--- config.mk ---
export PLATFORM = sky130hd
export DESIGN_NAME = fmc_i2c_txn_sequencer
export DESIGN_NICKNAME = d
export VERILOG_FILES = /design/src/rtl/fmc_i2c_txn_sequencer.sv
export SDC_FILE = /design/constraint.sdc
export NUM_CORES = 1
export LEC_CHECK = 0
export CORE_ASPECT_RATIO = 1.25
export CORE_MARGIN = 3
export CORE_UTILIZATION = 47
export DETAILED_ROUTE_END_ITERATION = 12
export HOLD_SLACK_MARGIN = 0.06
export PLACE_DENSITY = 0.81
export SETUP_SLACK_MARGIN = 0.02
export SYNTH_ARGS = -nofsm -noshare
export SYNTH_HDL_FRONTEND = slang
export SYNTH_SLANG_ARGS = --single-unit
--- constraint.sdc ---
create_clock -name clk -period 3.2 [get_ports clk]
set_input_delay 0.32 -clock clk [delete_from_list [all_inputs] [get_ports clk]]
set_output_delay 0.32 -clock clk [all_outputs]
set_load 0.05 [all_outputs]
--- src/rtl/fmc_i2c_txn_sequencer.sv ---
// =============================================================================
// fmc_i2c_txn_sequencer : two-requester round-robin I2C register txn sequencer.
// Optional watchdog with FMC_I2C_TIMEOUT_EN. Rev 1.0
// =============================================================================
`default_nettype none

module fmc_i2c_txn_sequencer #(
    parameter int unsigned TIMEOUT_CYCLES = 100000
) (
    input  logic       clk,
    input  logic       rst_n,
    input  logic       req0_valid,
    output logic       req0_ready,
    input  logic       req0_rw,
    input  logic [6:0] req0_dev,
    input  logic [7:0] req0_reg,
    input  logic [7:0] req0_wdata,
    input  logic       req1_valid,
    output logic       req1_ready,
    input  logic       req1_rw,
    input  logic [6:0] req1_dev,
    input  logic [7:0] req1_reg,
    input  logic [7:0] req1_wdata,
    output logic       cmd_valid,
    input  logic       cmd_ready,
    output logic [2:0] cmd_op,
    output logic [7:0] cmd_wdata,
    input  logic       done_valid,
    input  logic       done_nack,
    input  logic [7:0] done_rdata,
    output logic       rsp_valid,
    output logic       rsp_id,
    output logic [7:0] rsp_rdata,
    output logic       rsp_nack,
    output logic       rsp_timeout
);

    typedef enum logic [1:0] {
        S_IDLE  = 2'd0,
        S_ISSUE = 2'd1,
        S_WAIT  = 2'd2,
        S_RESP  = 2'd3
    } state_t;

    localparam logic [2:0] OP_START  = 3'd0;
    localparam logic [2:0] OP_WRITE  = 3'd1;
    localparam logic [2:0] OP_READ   = 3'd2;
    localparam logic [2:0] OP_STOP   = 3'd3;
    localparam logic [2:0] OP_RSTART = 3'd4;

    state_t     state, state_nxt;
    logic [2:0] idx;
    logic       rw, id, last_grant, nack, tout;
    logic [6:0] dev;
    logic [7:0] regad, wdata, rdata;

    logic       grant, accept, done, tmo;
    logic [2:0] op;
    logic [7:0] op_byte;
    logic [2:0] stop_idx;

    // Tie-break favours the requester that was not served last.
    assign grant      = (req0_valid & req1_valid) ? ~last_grant : req1_valid;
    assign req0_ready = rst_n & (state == S_IDLE) & req0_valid & ~grant;
    assign req1_ready = rst_n & (state == S_IDLE) & req1_valid & grant;
    assign accept     = req0_ready | req1_ready;
    assign done       = (state == S_WAIT) & done_valid;
    assign stop_idx   = rw ? 3'd6 : 3'd4;

    always_comb begin
        op      = OP_STOP;
        op_byte = 8'h00;
        case (idx)
            3'd0: op = OP_START;
            3'd1: begin op = OP_WRITE; op_byte = {dev, 1'b0}; end
            3'd2: begin op = OP_WRITE; op_byte = regad; end
            3'd3: begin
                if (rw) begin
                    op = OP_RSTART;
                end else begin
                    op      = OP_WRITE;
                    op_byte = wdata;
                end
            end
            3'd4: begin
                if (rw) begin
                    op      = OP_WRITE;
                    op_byte = {dev, 1'b1};
                end
            end
            3'd5: op = OP_READ;
            default: op = OP_STOP;
        endcase
    end

`ifdef FMC_I2C_TIMEOUT_EN
    localparam int CW = $clog2(TIMEOUT_CYCLES + 1);
    logic [CW-1:0] wd_cnt;

    always_ff @(posedge clk or negedge rst_n) begin
        if (!rst_n) begin
            wd_cnt <= '0;
        end else if (cmd_valid & cmd_ready) begin
            wd_cnt <= '0;
        end else if (state == S_WAIT) begin
            wd_cnt <= wd_cnt + 1'b1;
        end
    end

    // A done arriving on the expiry cycle still wins over the watchdog.
    assign tmo = (state == S_WAIT) & ~done_valid & (wd_cnt == CW'(TIMEOUT_CYCLES - 1));
`else
    logic unused_timeout_cfg;
    assign unused_timeout_cfg = ^TIMEOUT_CYCLES;
    assign tmo = 1'b0;
`endif

    always_ff @(posedge clk or negedge rst_n) begin
        if (!rst_n) begin
            state <= S_IDLE;
        end else begin
            state <= state_nxt;
        end
    end

    always_comb begin
        state_nxt   = state;
        cmd_valid   = 1'b0;
        cmd_op      = 3'd0;
        cmd_wdata   = 8'h00;
        rsp_valid   = 1'b0;
        rsp_id      = 1'b0;
        rsp_rdata   = 8'h00;
        rsp_nack    = 1'b0;
        rsp_timeout = 1'b0;
        case (state)
            S_IDLE: begin
                if (accept) state_nxt = S_ISSUE;
            end
            S_ISSUE: begin
                cmd_valid = 1'b1;
                cmd_op    = op;
                cmd_wdata = op_byte;
                if (cmd_ready) state_nxt = S_WAIT;
            end
            S_WAIT: begin
                if (tmo) begin
                    state_nxt = S_RESP;
                end else if (done_valid) begin
                    state_nxt = (op == OP_STOP) ? S_RESP : S_ISSUE;
                end
            end
            default: begin
                rsp_valid   = 1'b1;
                rsp_id      = id;
                rsp_rdata   = (nack | tout) ? 8'h00 : rdata;
                rsp_nack    = nack;
                rsp_timeout = tout;
                state_nxt   = S_IDLE;
            end
        endcase
    end

    always_ff @(posedge clk or negedge rst_n) begin
        if (!rst_n) begin
            idx        <= 3'd0;
            rw         <= 1'b0;
            id         <= 1'b0;
            last_grant <= 1'b1;
            nack       <= 1'b0;
            tout       <= 1'b0;
            dev        <= 7'h00;
            regad      <= 8'h00;
            wdata      <= 8'h00;
            rdata      <= 8'h00;
        end else if (accept) begin
            idx        <= 3'd0;
            rw         <= grant ? req1_rw    : req0_rw;
            dev        <= grant ? req1_dev   : req0_dev;
            regad      <= grant ? req1_reg   : req0_reg;
            wdata      <= grant ? req1_wdata : req0_wdata;
            id         <= grant;
            last_grant <= grant;
            nack       <= 1'b0;
            tout       <= 1'b0;
            rdata      <= 8'h00;
        end else if (tmo) begin
            tout <= 1'b1;
        end else if (done) begin
            if (op == OP_READ) rdata <= done_rdata;
            if ((op == OP_WRITE) && done_nack) begin
                nack <= 1'b1;
                idx  <= stop_idx;
            end else if (op != OP_STOP) begin
                idx <= idx + 3'd1;
            end
        end
    end

endmodule

`default_nettype wire

==> run metrics, run 1 <==
run status=finished, final reports clean; sequential area share after synthesis=43.70%; Final Wtd Congestion=0.7243; CTS tree=yes; Vias/cell=5.242; placed cells=381; Longest Clk Path Bufs=2; Num CTS Buffers=5; setup bufs post-CTS=0; Inserted Diodes=0; Hold Path Class=in2async; fin area=3307 um2; r2r startpoint=idx[0]$_DFFE_PN0P_; yosys synthesis warning count=0; Final Non-Filler Cells=389; port buffer count=87; Worst Clk Skew=0.004116 ns; worst r2r dst=idx[0]$_DFFE_PN0P_; final WL=5.644 mm; Worst slew margin=49.53%; share of layout cells above drive strength 1=9.063%; crit start category=register; fin nets=399; DR pass1 iterations=5; CP top delay family=buffers and inverters; later-pin clock latency in the skew report=0.29 ns; Peak Freq=0.3371 GHz; worst-case reg-to-reg path depth=7; global-route wire length before repair=9.584 mm; area leader, netlist=dfrtp_1; Worst Path Max Fanout=7; post-route minimum period=2.966 ns; Hold-fix buffers, CTS=0; worst vdd ir=389.0 uV; setup TNS=0 ns; DR vias=2,039; Synth async-reset ratio=100.0%; routed length per instance=14.51 um; die width=68.48 um; most common cell after layout, fill and taps aside=clkdlybuf4s50_1; fin crit share=92.69%; Hold Fails Final Rpt=0; largest net degree at the start of global routing=47; crit-path max cell delay=0.79 ns; initial antenna violation count=0; Post-DP Area=3196 um2; clk sinks=40; CP max stage cell=clkdlybuf4s50_1; setup violators final=0; Pleak=1.445 nW; CP Capture Type=output port; WP data arrival=2.65 ns; Mean Syn Cell Area=9.285 um2; post-synthesis cell area=2293 um2; GR Util All Layers=21.63%; critical path depth=6; Area contributors post-synth=dfrtp_1, mux2i_1, nand2_1, o21ai_0, and2_1; CP cell instances=inv_1, ha_1, and2b_2, nor2_1, o21a_1, clkdlybuf4s50_1; Worst-Margin Slew=0.7513 ns; HPWL after DPL=4.320 mm; Row Count=27; Max Cap Violations=0; RSZ-0062 raised after global routing=no; commonest cells after routing, fill and taps aside=clkdlybuf4s50_1, nand2_1, dfrtp_1; Cells after Synth=247; Buf/Inv on CP=2; Reg clk slew, reported paths=0.08 ns; I/O Pins=89; Setup CP Type=reg2out; Synthesized Nets=316; Iteration-0 DRC Markers=124; Post-route DRC=0; Synth cell types=42; Die Ht=84.10 um; fin. max-slew vios=0; worst endpoint required time=2.88 ns; Core Box Area=4561 um2; die area=5759 um2; H-tree depth=2; area grow syn2layout=44.19%; flops & latches, synth=40; Post-CTS Resized=0; top_reg_cell synth=dfrtp_1; pwr/cell area=694.4 nW/um2; vias in the first global route=2,063; Detail Route Antenna Nets=0; Clock Tree Root=clkbuf_8; post-synth top area share=42.55%; final core occ=72.51%; Worst R2R Setup Slack=0.89 ns; Post-synth EDFFs=0; grt total ovfl=0; initial core utilization=50.29%; total power=2.296 mW
[worst register-to-register path: stages, from the launching register on]
cell	delay [ns]
dfrtp_1	0.42
inv_1	0.11
ha_1	0.20
nor2b_2	0.43
o41ai_2	0.16
o211a_1	0.30
or4b_1	0.51
o31ai_1	0.09
[logic make-up after synthesis]
kind of cell             share of synthesized area (%)
AND/OR/NAND/NOR                                  20.08
other                                           0.1635
multiplexers                                     11.35
AO/OA/AOI/OAI                                    17.51
buffers and inverters                            3.928
adder cells (fa/ha/maj)                          3.273
flip-flops                                       43.70
[flip-flops by register name (all words and copies together), names as in the netlist]
register and count:
rdata 8, regad 8, wdata 8, dev 7, idx 3, state 2, id 1, last_grant 1
nack 1, rw 1
[power breakdown]
| part | total [mW] | switching [mW] | internal [mW] |
|---|---|---|---|
| Combinational | 1.03 | 0.604 | 0.426 |
| Clock | 0.409 | 0.178 | 0.231 |
| Sequential | 0.857 | 0.157 | 0.701 |
[cells in the mapped netlist (2+ instances only)]
library cell,instances
a21o_1,3
a21oi_1,6
a222oi_1,7
a31oi_1,2
and2_1,12
and3_1,2
buf_2,6
clkbuf_1,5
dfrtp_1,39
ha_1,6
inv_1,5
mux2i_1,26
nand2_1,43
nand2b_1,2
nor2_1,13
nor2b_1,5
nor3_1,3
o21a_1,2
o21ai_0,27
o21ai_1,8
o22ai_1,2
o31ai_1,3
[cell type report]
| class | count | area (um2) |
|---|---|---|
| sequential | 40 | 1002 |
| clock buffer | 5 | 68.82 |
| clock inverter | 3 | 42.54 |
| multi-input combinational | 188 | 1224 |
| timing repair buffer | 90 | 878.3 |
| tap | 58 | 72.57 |
| inverter | 5 | 18.77 |
| fill | 351 | 1254 |
[how the worst max path moves through the flow]
stage                              start           end
floorplan           state[0]$_DFFE_PN0P_  cmd_wdata[0]
global placement      idx[0]$_DFFE_PN0P_     cmd_op[0]
detailed placement    idx[0]$_DFFE_PN0P_     cmd_op[0]
CTS                   idx[0]$_DFFE_PN0P_     cmd_op[0]
global route          idx[0]$_DFFE_PN0P_     cmd_op[2]
finish                idx[0]$_DFFE_PN0P_     cmd_op[0]
[through the flow]
step	hold slack, ns	setup WS (ns)
finish	0.09506	0.2338
global route	0.1427	0.1093
CTS	0.1062	0.2362
detailed placement	0.4253	0.5715
global placement	0.4216	0.6501
floorplan	0.02441	0.2628
[routing by layer]
layer | vias up | routed length [um] | track usage, %
li1 | 1031 | - | -
met1 | 923 | 2398 | 28.16
met2 | 71 | 2761 | 34.32
met3 | 14 | 358 | 5.121
met4 | 0 | 127 | 7.776
met5 | - | 0 | 0
(Power assumes the default switching activity.)
==> run 2: changes to the inputs <==
--- a/config.mk
+++ b/config.mk
@@ -6,11 +6,11 @@
 export NUM_CORES = 1
 export LEC_CHECK = 0
 export CORE_ASPECT_RATIO = 1.25
-export CORE_MARGIN = 3
-export CORE_UTILIZATION = 47
+export CORE_UTILIZATION = 49
+export CTS_BUF_LIST = sky130_fd_sc_hd__clkbuf_2
 export DETAILED_ROUTE_END_ITERATION = 12
 export HOLD_SLACK_MARGIN = 0.06
-export PLACE_DENSITY = 0.81
+export PLACE_DENSITY = 0.84
 export SETUP_SLACK_MARGIN = 0.02
 export SYNTH_ARGS = -nofsm -noshare
 export SYNTH_HDL_FRONTEND = slang
==> run metrics, run 2 (same netlist as run 1, synthesis figures left out) <==
Longest Clk Path Bufs=2 (unchanged); met2 Track Usage GR=43.23% (+8.9 points); largest net degree at the start of global routing=47 (unchanged); switching share of power=43.68% (+2.8 points); Post-DP Area=3223 um2 (+0.86%); fin crit share=92.26% (-0.43 points); share of layout cells above drive strength 1=9.552% (+0.49 points); Final Wtd Congestion=0.8165 (+13%); M1 GR Usage=29.12% (+0.96 points); setup violators final=0 (unchanged); RSZ-0062 raised after global routing=no; Worst Path Max Fanout=7 (unchanged); setup TNS=0 ns (unchanged); H-tree depth=2 (unchanged); Core Box Area=4459 um2 (-2.2%); DR pass1 iterations=5 (unchanged); later-pin clock latency in the skew report=0.40 ns (+0.11 ns); Clock Tree Root=clkbuf_2; setup ws final=0.2476 ns (+0.01382 ns); Worst slew margin=52.29% (+2.8 points); Max Cap Violations=0 (unchanged); final WL=5.493 mm (-2.7%); internal power=1.202 mW (-11%); routed length per instance=13.98 um (-3.7%); fin nets=403 (+1.0%); Reg clk slew, reported paths=0.22 ns (+0.14 ns); vias in the first global route=2,122 (+2.9%); GR Util All Layers=25.26% (+3.6 points); Worst Hold Slack=0.4179 ns (+0.3228 ns); Flop pwr share=40.3% (+3.0 points); Setup CP Type=reg2out; Iteration-0 DRC Markers=99 (-20%); Die Ht=78.49 um (-6.7%); area grow syn2layout=42.77%; GR peak layer=met2; commonest cells after routing, fill and taps aside=clkdlybuf4s50_1, nand2_1, dfrtp_1; most common cell after layout, fill and taps aside=clkdlybuf4s50_1; fin area=3274 um2 (-0.98%); Peak Freq=0.3387 GHz (+0.47%); Post-route DRC=0 (unchanged); HPWL after DPL=4.212 mm (-2.5%); Clock power frac=10.5% (-7.3 points); initial antenna violation count=0 (unchanged); DR vias=2,076 (+1.8%); pwr/cell area=651.7 nW/um2 (-6.2%); Inserted Diodes=0 (unchanged); run status=finished, final reports clean; Net Switching=932.0 uW (-0.72%); Hold Path Class=in2reg; setup slack at placement=0.3797 ns (-0.1918 ns); I/O Pins=89 (unchanged); M3 GR Usage=6.541% (+1.4 points); leading registers by flop count=rdata: 8 flops, regad: 8 flops, wdata: 8 flops; post-route minimum period=2.952 ns (-0.01382 ns); filler cell count=364 (+3.7%); port buffer count=87 (unchanged); initial core utilization=51.43% (+1.1 points); crit start category=register; CTS tree=yes; Pleak=1.494 nW (+3.4%); WP data arrival=2.63 ns (-0.02 ns); Detail Route Antenna Nets=0 (unchanged); Gate power share=49.2% (+4.4 points); global-route wire length before repair=9.563 mm (-0.22%); die width=63.19 um (-7.7%); Worst-Margin Slew=0.7103 ns (-0.04109 ns); clk sinks=40 (unchanged); Vias/cell=5.282 (+0.78%); die area=4960 um2 (-14%); Hold Fails Final Rpt=0 (unchanged); fin. max-slew vios=0 (unchanged); Worst Clk Skew=0.02570 ns (+0.02158 ns); CP Capture Type=output port; worst vdd ir=323.6 uV (-17%); worst endpoint required time=2.88 ns (about the same); grt total ovfl=0 (unchanged); Num CTS Buffers=5 (unchanged); Row Count=27 (unchanged)
==> run 2: cell count changes in the layout (fill, tap and decap cells not counted), sizes merged <==
cell	delta
clkbuf	+4
clkdlybuf4s50	-3
dlymetal6s2s	+3
buf	+1
bufinv	-1
clkinvlp	-1
dlygate4sd3	+1
==> run 2: area by class of cell <==
cell class                 count  area, um2  area share (%)
multi-input combinational    188       1229           37.52
sequential                    40       1002           30.61
timing repair buffer          94      913.4           27.89
tap                           58      72.57           2.216
clock buffer                   7      35.03           1.070
inverter                       5      18.77          0.5732
clock inverter                 1      3.754          0.1146
==> run 2: path summary, 6_finish.rpt <==
| path | from | end | depth (start not counted) | slack (ns) |
|---|---|---|---|---|
| setup / recovery | idx[0]$_DFFE_PN0P_ | cmd_wdata[0] | 8 | 0.25 |
| hold / removal | done_rdata[6] | rdata[6]$_DFFE_PN0P_ | 3 | 0.42 |
| setup reg to reg | idx[2]$_DFFE_PN0P_ | idx[0]$_DFFE_PN0P_ | 7 | 0.93 |
| hold reg to reg | id$_DFFE_PN0N_ | id$_DFFE_PN0N_ | 1 | 0.50 |
| max in group asynchronous | rst_n | wdata[1]$_DFFE_PN0N_ | 3 | 2.32 |
| min in group asynchronous | rst_n | rdata[1]$_DFFE_PN0P_ | 3 | 0.51 |
==> run 2: critical path, stage by stage (launching register included) <==
cell	delay, ns
dfrtp_1	0.45
inv_1	0.10
ha_1	0.32
and2b_2	0.26
nor2_1	0.26
o21ai_1	0.20
buf_4	0.22
a31oi_1	0.19
buf_4	0.24
==> run 2: power groups by stage <==
stage | logic, mW | clock network, mW | registers, mW
final | 1.05 | 0.224 | 0.860
after global routing | 1.17 | 0.245 | 0.889
after global placement | 1.02 | 0 | 0.859
after detailed placement | 1.05 | 0 | 0.867
after floorplan | 0.761 | 0 | 0.803
after CTS | 1.05 | 0.224 | 0.856
==> run 2: stage by stage <==
stage	instances	power [mW]	utilization [%]
5_1_grt	393	2.302	73.43
3_3_place_gp	384	1.877	72.28
4_1_cts	393	2.131	73.32
2_1_floorplan	247	1.564	-
3_5_place_dp	384	1.915	72.28
6_report	393	2.134	73.43
==> run 2: timing repair <==
item,4_1_cts,5_1_grt
buffers inserted,0,0
setup endpoints to repair,2,5
hold buffers,1,0
gates resized for setup,2,8
endpoints found under the hold margin,39,0
==> run 2: metal layers <==
metal  wire length [um]  vias up
met5                  0        -
met4                176        0
met3                289       16
met2               2755       77
met1               2271      943
li1                   -     1040
==> variant (config.mk and constraints of run 1) <==
Re-encode `state_t` (4 states) as one-hot, 4 bits wide.
--- a/src/rtl/fmc_i2c_txn_sequencer.sv
+++ b/src/rtl/fmc_i2c_txn_sequencer.sv
@@ -36,9 +36,9 @@
 );
 
-    typedef enum logic [1:0] {
-        S_IDLE  = 2'd0,
-        S_ISSUE = 2'd1,
-        S_WAIT  = 2'd2,
-        S_RESP  = 2'd3
+    typedef enum logic [3:0] {
+        S_IDLE  = 4'b0001,
+        S_ISSUE = 4'b0010,
+        S_WAIT  = 4'b0100,
+        S_RESP  = 4'b1000
     } state_t;
 
Function: no difference found for any inputs over 10 cycles, from zero or initial values and one cycle with rst_n low; not proved beyond that.
==> variant against run 1 <==
  * Total power rose by 2.2%
  * Setup slack better by 0.033 ns
  * Synthesized cell count is 7.7% higher
  * Die area up 6.9%
  * Highest routed layer unchanged
  * Area after synthesis is 7.5% higher
  * Utilization shrank 1.5 points
  * Wire length is 5.2% higher
  * Sequential cell count rose by 2
  * Count of clock-buffer cells in the layout increased by 2
  * Largest power group unchanged
  * Final cell count up 5.7%
  * Cell area is 5.3% higher
==> variant: results (changes against run 1) <==
metric	value	unit	change
Layout non-clock buf frac	26.5	%	-0.10 points
Worst Reg2Reg Path Length in Cells	5		-2
Clock power frac	15.3	%	-2.5 points
layout cells sized above 1	7.69	%	-1.4 points
vias after detailed routing	2162		+6.0%
final wirelength	5940	um	+5.2%
Post-Route Skew	0.00794	ns	+0.00382 ns
Multi-In Gates	192		+2.1%
Adder-Cell Fraction of Synth Area	3.04	%	-0.23 points
largest net degree at the start of global routing	48		+2.1%
Detailed Place HPWL	4630	um	+7.2%
Non-Clock Buffer Count	92		+2.2%
met1 Resource Use GR	25.9	%	-2.3 points
Worst VDD drop	0.000342	V	-12%
CP Launch Point	state[2]$_DFFE_PN0P_		
Final GP Congestion	0.939		+30%
Clock Network Area Fraction	2.62	%	-0.74 points
P_comb	0.00110	W	+7%
Worst setup endpoint	rsp_rdata[1]		
worst-margin pin slew	0.733	ns	-0.0185 ns
Netlist cell types	46		+9.5%
status	finished clean		
post-synthesis compound-gate area fraction	16.4	%	-1.1 points
Leak	1.65	nW	+14%
Synth Instances	266		+7.7%
DP Area	0.00336	mm^2	+5.1%
-- variant: changes by cell type after synthesis, moves of 5 or more --
cell / delta
inv_1: +12
mux2i_1: +7
nand2_1: -5
nor2_1: +5
o21ai_1: -5
-- variant: repair_timing --
item	4_1_cts	5_1_grt
hold buffers	1	0
endpoints found under the setup margin	0	7
gates resized for setup	0	8
hold endpoints to repair	2	0
-- variant: metrics by stage --
stage	total power (W)	util (%)	hold slack [ns]	worst slack, ns
floorplan	0.00168	-	0.0244	0.650
global placement	0.00196	68.5	0.329	0.525
detailed placement	0.00200	68.5	0.342	0.482
CTS	0.00236	70.6	0.484	0.134
global route	0.00255	71.0	0.499	0.121
finish	0.00235	71.0	0.480	0.267
-- variant: cell families (layout without fill, tap and decap cells) --
kind of cell    count (synthesis)  after routing
simple gates                   91             91
compound gates                 60             60
flops                          42             42
mux                            33             33
buf+inv                        32            117
fa+ha+maj                       6              6
other cells                     1              1
xor+xnor                        1              1
